--- src/rtl/mult_div_pkg.sv ---
`default_nettype none
// ============================================================================
// mult_div_pkg : shared types and constants for the multiply/divide unit
// Rev 1.0
// ============================================================================
package mult_div_pkg;

  localparam int MD_WIDTH = 32;
  localparam int MD_ITERS = 32;
  localparam int MD_CNT_W = 6;

  typedef enum logic [1:0] {
    IDLE = 2'd0,
    MULT = 2'd1,
    DIV  = 2'd2,
    DONE = 2'd3
  } md_state_t;

  function automatic logic [MD_WIDTH-1:0] md_neg_if(input logic neg, input logic [MD_WIDTH-1:0] v);
    return neg ? (~v + {{(MD_WIDTH-1){1'b0}}, 1'b1}) : v;
  endfunction

endpackage
`default_nettype wire

--- src/rtl/booth_mult_core.sv ---
`default_nettype none
// ============================================================================
// booth_mult_core : radix-2 Booth register {A[32:0], Q[31:0], q_-1} and step
// Rev 1.0
// ============================================================================
module booth_mult_core
  import mult_div_pkg::*;
(
  input  logic                    clk,
  input  logic                    rst,
  input  logic                    i_init,
  input  logic                    i_step,
  input  logic [MD_WIDTH-1:0]     i_a,
  input  logic [MD_WIDTH-1:0]     i_b,
  output logic [2*MD_WIDTH-1:0]   o_prod_nxt
);

  logic [MD_WIDTH:0]     r_acc;
  logic [MD_WIDTH-1:0]   r_q;
  logic                  r_q_m1;

  logic [MD_WIDTH:0]     w_b_ext;
  logic [MD_WIDTH:0]     w_sum;
  logic [2*MD_WIDTH+1:0] w_shifted;

  // o_prod_nxt is the product as it will be after the current step, so the
  // top can capture hi/lo on the same edge that performs the final step.
  always_comb begin
    w_b_ext = {i_b[MD_WIDTH-1], i_b};
    case ({r_q[0], r_q_m1})
      2'b01:   w_sum = r_acc + w_b_ext;
      2'b10:   w_sum = r_acc - w_b_ext;
      default: w_sum = r_acc;
    endcase
    w_shifted  = {w_sum[MD_WIDTH], w_sum, r_q};
    o_prod_nxt = w_shifted[2*MD_WIDTH:1];
  end

  always_ff @(posedge clk) begin
    if (rst) begin
      r_acc  <= '0;
      r_q    <= '0;
      r_q_m1 <= 1'b0;
    end else if (i_init) begin
      r_acc  <= '0;
      r_q    <= i_a;
      r_q_m1 <= 1'b0;
    end else if (i_step) begin
      r_acc  <= w_shifted[2*MD_WIDTH+1:MD_WIDTH+1];
      r_q    <= w_shifted[MD_WIDTH:1];
      r_q_m1 <= w_shifted[0];
    end
  end

endmodule
`default_nettype wire

--- src/rtl/mult_div_unit.sv ---
`default_nettype none
// ============================================================================
// mult_div_unit : sequential signed 32-bit MULT (Booth) / DIV (restoring).
// Optional divide-by-zero detection: define MULT_DIV_ZERO_EXC_EN.  Rev 1.0
// ============================================================================
module mult_div_unit
  import mult_div_pkg::*;
(
  input  logic                clk,
  input  logic                reset,
  input  logic                start_mult,
  input  logic                start_div,
  input  logic [MD_WIDTH-1:0] a,
  input  logic [MD_WIDTH-1:0] b,
  output logic [MD_WIDTH-1:0] hi,
  output logic [MD_WIDTH-1:0] lo,
  output logic                busy,
  output logic                done,
  output logic                div_zero
);

  md_state_t             r_state;
  logic [MD_CNT_W-1:0]   r_cnt;
  logic [MD_WIDTH-1:0]   r_a, r_b;
  logic [MD_WIDTH-1:0]   r_rem, r_quo, r_dvsr;
  logic [MD_WIDTH-1:0]   r_hi, r_lo;
  logic                  r_busy, r_done;

  logic                  w_accept_mult;
  logic                  w_last;
  logic                  w_dz_hit;
  logic [2*MD_WIDTH-1:0] w_prod;
  logic [MD_WIDTH:0]     w_trial;
  logic [MD_WIDTH-1:0]   w_rem_nxt, w_quo_nxt;
  logic [MD_WIDTH-1:0]   w_div_hi, w_div_lo;

  assign w_accept_mult = (r_state == IDLE) && start_mult;
  assign w_last        = (r_cnt == MD_CNT_W'(MD_ITERS - 1));

`ifdef MULT_DIV_ZERO_EXC_EN
  logic r_div_zero;
  assign w_dz_hit = (b == '0);
  assign div_zero = r_div_zero;
`else
  assign w_dz_hit = 1'b0;
  assign div_zero = 1'b0;
`endif

  booth_mult_core u_booth (
    .clk        (clk),
    .rst        (reset),
    .i_init     (w_accept_mult),
    .i_step     (r_state == MULT),
    .i_a        (a),
    .i_b        (r_b),
    .o_prod_nxt (w_prod)
  );

  // Restoring step on magnitudes; the sign fix is folded into the final edge.
  always_comb begin
    w_trial   = {r_rem, r_quo[MD_WIDTH-1]} - {1'b0, r_dvsr};
    w_rem_nxt = w_trial[MD_WIDTH] ? {r_rem[MD_WIDTH-2:0], r_quo[MD_WIDTH-1]} : w_trial[MD_WIDTH-1:0];
    w_quo_nxt = {r_quo[MD_WIDTH-2:0], ~w_trial[MD_WIDTH]};
    if (r_b == '0) begin
      w_div_hi = r_a;
      w_div_lo = '1;
    end else begin
      w_div_hi = md_neg_if(r_a[MD_WIDTH-1], w_rem_nxt);
      w_div_lo = md_neg_if(r_a[MD_WIDTH-1] ^ r_b[MD_WIDTH-1], w_quo_nxt);
    end
  end

  always_ff @(posedge clk) begin
    if (reset) begin
      r_state <= IDLE;
      r_cnt   <= '0;
      r_a     <= '0;
      r_b     <= '0;
      r_rem   <= '0;
      r_quo   <= '0;
      r_dvsr  <= '0;
      r_hi    <= '0;
      r_lo    <= '0;
      r_busy  <= 1'b0;
      r_done  <= 1'b0;
`ifdef MULT_DIV_ZERO_EXC_EN
      r_div_zero <= 1'b0;
`endif
    end else begin
      r_done <= 1'b0;
`ifdef MULT_DIV_ZERO_EXC_EN
      r_div_zero <= 1'b0;
`endif
      case (r_state)
        IDLE: begin
          if (start_mult) begin
            r_state <= MULT;
            r_busy  <= 1'b1;
            r_cnt   <= '0;
            r_a     <= a;
            r_b     <= b;
          end else if (start_div) begin
            r_a <= a;
            r_b <= b;
            if (w_dz_hit) begin
              r_state <= DONE;
              r_done  <= 1'b1;
`ifdef MULT_DIV_ZERO_EXC_EN
              r_div_zero <= 1'b1;
`endif
            end else begin
              r_state <= DIV;
              r_busy  <= 1'b1;
              r_cnt   <= '0;
              r_rem   <= '0;
              r_quo   <= md_neg_if(a[MD_WIDTH-1], a);
              r_dvsr  <= md_neg_if(b[MD_WIDTH-1], b);
            end
          end
        end
        MULT: begin
          r_cnt <= r_cnt + MD_CNT_W'(1);
          if (w_last) begin
            r_state <= DONE;
            r_busy  <= 1'b0;
            r_done  <= 1'b1;
            r_hi    <= w_prod[2*MD_WIDTH-1:MD_WIDTH];
            r_lo    <= w_prod[MD_WIDTH-1:0];
          end
        end
        DIV: begin
          r_cnt <= r_cnt + MD_CNT_W'(1);
          r_rem <= w_rem_nxt;
          r_quo <= w_quo_nxt;
          if (w_last) begin
            r_state <= DONE;
            r_busy  <= 1'b0;
            r_done  <= 1'b1;
            r_hi    <= w_div_hi;
            r_lo    <= w_div_lo;
          end
        end
        DONE: r_state <= IDLE;
      endcase
    end
  end

  assign hi   = r_hi;
  assign lo   = r_lo;
  assign busy = r_busy;
  assign done = r_done;

endmodule
`default_nettype wire

--- config.mk ---
export PLATFORM = sky130hd
export DESIGN_NAME = mult_div_unit
export DESIGN_NICKNAME = d
export VERILOG_FILES = /design/src/rtl/mult_div_pkg.sv /design/src/rtl/booth_mult_core.sv /design/src/rtl/mult_div_unit.sv
export SDC_FILE = /design/constraint.sdc
export NUM_CORES = 1
export LEC_CHECK = 0
export ABC_AREA = 1
export CORE_UTILIZATION = 60
export DETAILED_ROUTE_END_ITERATION = 10
export PLACE_DENSITY_LB_ADDON = 0.05
export SLEW_MARGIN = 25
export SYNTH_ARGS = -nofsm -noshare
export SYNTH_HDL_FRONTEND = slang
export SYNTH_SLANG_ARGS = --single-unit
--- constraint.sdc ---
create_clock -name clk -period 4.2 [get_ports clk]
set_input_delay 0.42 -clock clk [delete_from_list [all_inputs] [get_ports clk]]
set_output_delay 0.42 -clock clk [all_outputs]
set_load 0.03 [all_outputs]
==> impl_metrics.json <==
{
  "status": "finished with violations",
  "violations": "negative setup slack",
  "setup_viol": 2,
  "dr.max_layer_used": "met5",
  "final_max_slew_viol_count": 0,
  "fin_area_mm2": 0.0243,
  "vias": 23900,
  "met1Wirelength_um": 29900,
  "vias_per_cell": 6.20,
  "core-area_mm2": 0.0336,
  "yosysTopAreaCell": "dfxtp_1",
  "syn-cell-area_mm2": 0.0205,
  "hp-start": "r_a[23]",
  "syn2layout_area_growth_pct": 18.3,
  "clock-sinks": 299,
  "cp_data_arrival_time_ns": 4.63,
  "drt-initial-drc-count": 2936,
  "grt_pass1_vias": 22000,
  "wirelength_um": 76200,
  "maxCapViolations": 0,
  "yosysWarnings": 0,
  "synth_commonest_cells": "nand2_1, inv_1, a21oi_1, dfxtp_1, o21ai_0",
  "drc_errors": 0,
  "synthCells": 3259,
  "grt_pass1_wl_um": 118000,
  "synth_top_family_by_area": "simple AND/OR/NAND/NOR gates",
  "start_kind": "register",
  "cp-end-kind": "register",
  "synthXorXnorAreaFrac_pct": 4.65,
  "final_util_pct": 72.3,
  "synth-simple-area-share_pct": 27.6,
  "critPathRequiredTime_ns": 4.63,
  "ys.flop_type": "dfxtp_1",
  "cts_buffer_depth": 3,
  "num_io_pins": 135,
  "hp-class": "reg2reg",
  "holdPathEnd": "r_a[23]",
  "fin_ws_ns": -0.00284,
  "synth_compound_area_share_pct": 23.5,
  "power_density_mw_per_mm2": 645,
  "synth-seq-cells": 299,
  "insertion_delay_ns": 0.54,
  "ant_nets": 0,
  "postSynthAreaPerCell_um2": 6.30,
  "clkTransAtPathRegs_ns": 0.07,
  "synth_mux_area_share_pct": 0,
  "r2r-end": "u_booth.r_acc[31]",
  "grt_usage_pct": 42.1,
  "max_freq_mhz": 238,
  "worst-slew-pin-transition_ns": 0.947,
  "synth.most_common_cell": "nand2_1",
  "fill_cells": 2822,
  "root_buffer": "clkbuf_16",
  "synth.top_cells.by_area": "dfxtp_1, nand2_1, a21oi_1",
  "finalCriticalPeriod_ns": 4.20,
  "fin_nets": 3521,
  "irDropWorstVdd_v": 0.000622,
  "io_buffers": 133,
  "yosysUniqueCellTypes": 55,
  "die_x_um": 187,
  "tns_ns": -0.00388,
  "synth_fp_nets": 3403,
  "wl_met2_um": 33400,
  "initial_core_util_pct": 61.1,
  "min_path_cells": 2,
  "grt-ovfl-total": 0,
  "wl_per_cell_um": 19.8,
  "reg2reg_depth": 25,
  "cts_hold_buf": 0,
  "synth_edf_count": 0,
  "worstSetupPathType": "reg2reg",
  "antenna_found_initial": 2,
  "cts_buffers": 35,
  "grt_max_degree": 129,
  "cts_tree": "done",
  "hold_viol": 0,
  "rsz0062_at_grt": "true",
  "first_pass_iters": 8,
  "dieHeight_um": 187,
  "htree_num_levels": 2,
  "num_rows": 67,
  "place_ws_ns": -0.0744,
  "post-dp-hpwl_um": 55400,
  "synth_async_sr_flop_share_pct": 0,
  "worst_slew_margin_rel_pct": 36.9,
  "synth_top_cell_area_share_pct": 29.1,
  "p_leak_nw": 11.1,
  "met3RoutedLength_um": 7610,
  "dieArea_mm2": 0.0350,
  "reg2reg_from": "r_b[0]",
  "fin_crit_sh_pct": 100,
  "synth_seq_area_share_pct": 29.1,
  "drive_gt1_share_pct": 9.82,
  "r2r_slack_ns": -0.003,
  "skew_ns": 0.0241,
  "place_area_mm2": 0.0224,
  "synth-adder-area-share_pct": 4.70,
  "path_max_fanout": 3,
  "place.gp.congestion": 1.05,
  "total_power_mw": 15.7
}
-- worst max-delay path: stages (launching register included) --
cell and delay, ns:
dfxtp_2 0.32, inv_2 0.06, nand3_2 0.10, nor3_2 0.18, nand3_1 0.13, nor3_2 0.22, nand3_1 0.15, nor3_2 0.23
nand3_1 0.13, nand2_1 0.11, o21a_1 0.22, o21ai_2 0.10, a21oi_2 0.13, o21ai_1 0.09, xor2_1 0.17, ha_1 0.31
nand2_2 0.08, nor3_4 0.20, nand2_2 0.11, nor4_4 0.30, a21oi_2 0.10, or2_4 0.24, nand4_1 0.13, nand3_1 0.09
o211ai_1 0.12, inv_1 0.06
-- worst max-delay path by stage --
stage,start,slack [ns],cells past startpoint,end
CTS,r_b[0],0.02,27,hi[31]
detailed placement,r_b[0],-0.07,26,hi[31]
global placement,r_b[0],-0.03,26,hi[30]
floorplan,r_b[2],0.41,26,hi[31]
global route,r_b[0],-0.35,27,hi[28]
finish,r_b[0],-0.003,25,u_booth.r_acc[31]
-- where the power goes --
| group | switching (mW) | internal, mW |
|---|---|---|
| registers | 0.518 | 3.40 |
| clock network | 1.33 | 1.87 |
| logic | 5.81 | 2.77 |
-- cell families after synthesis --
logic type	count (synthesis)
AO/OA/AOI/OAI	865
XOR/XNOR	109
adder cells (fa/ha/maj)	76
buffers and inverters	550
flip-flops	299
other	1
AND/OR/NAND/NOR	1359
-- state kept, by name, summed over array words and instances (netlist names), 2 cells and up --
| register | count |
|---|---|
| lo | 32 |
| r_a | 32 |
| r_quo | 32 |
| r_dvsr | 32 |
| r_rem | 32 |
| u_booth.r_acc | 32 |
| r_cnt | 6 |
| u_booth.r_q | 32 |
| r_state | 2 |
| hi | 32 |
| r_b | 32 |
-- placed cells by master, fill, tap and decap left out, drive strengths merged, types with 4 or more instances in the layout --
cell and n:
clkdlybuf4s50 132, buf 103, clkinv 9, nand2 833, o221ai 49, nand3b 7
a31oi 62, dfxtp 299, clkbuf 46, o21ai 310, a211oi 20, xor2 91
o211ai 26, o21bai 9, xnor2 18, o31ai 6, nand3 130, nor4 19
or2 15, a21o 8, bufinv 4, nor2 277, nor3 42, a21oi 364
nand4 29, inv 396, ha 74
-- what timing repair did --
| action | 4_1_cts | 5_1_grt |
|---|---|---|
| pin swaps | 0 | 54 |
| setup buffers | 0 | 25 |
| setup endpoints to repair | 5 | 34 |
| gates resized for setup | 2 | 133 |
-- metal layers --
layer / global-route usage [%] / vias to the layer above
li1: - / 11000
met5: 0 / -
met1: 54.7 / 11000
met2: 66.8 / 1510
met3: 6.08 / 337
met4: 24.6 / 2
-- stage by stage --
step / std cells / hold slack [ns]
after detailed placement: 3763 / 0.442
final: 3851 / 0.455
after CTS: 3825 / 0.451
after global placement: 3763 / 0.438
after global routing: 3850 / 0.471
after floorplan: 3259 / 0.425
-- area by class of cell --
cell class              count  area (µm²)  share of cell area [%]
diodes                      1        2.50                  0.0103
clock buffers              46         957                    3.94
clock inverters            16         215                   0.885
inverters                 396        1490                    6.14
multi-input cells        2410       13000                    53.4
flip-flops and latches    299        5990                    24.6
well taps                 448         561                    2.31
repair buffers            235        2110                    8.70
Note: power is estimated with default switching activity, not from simulation.
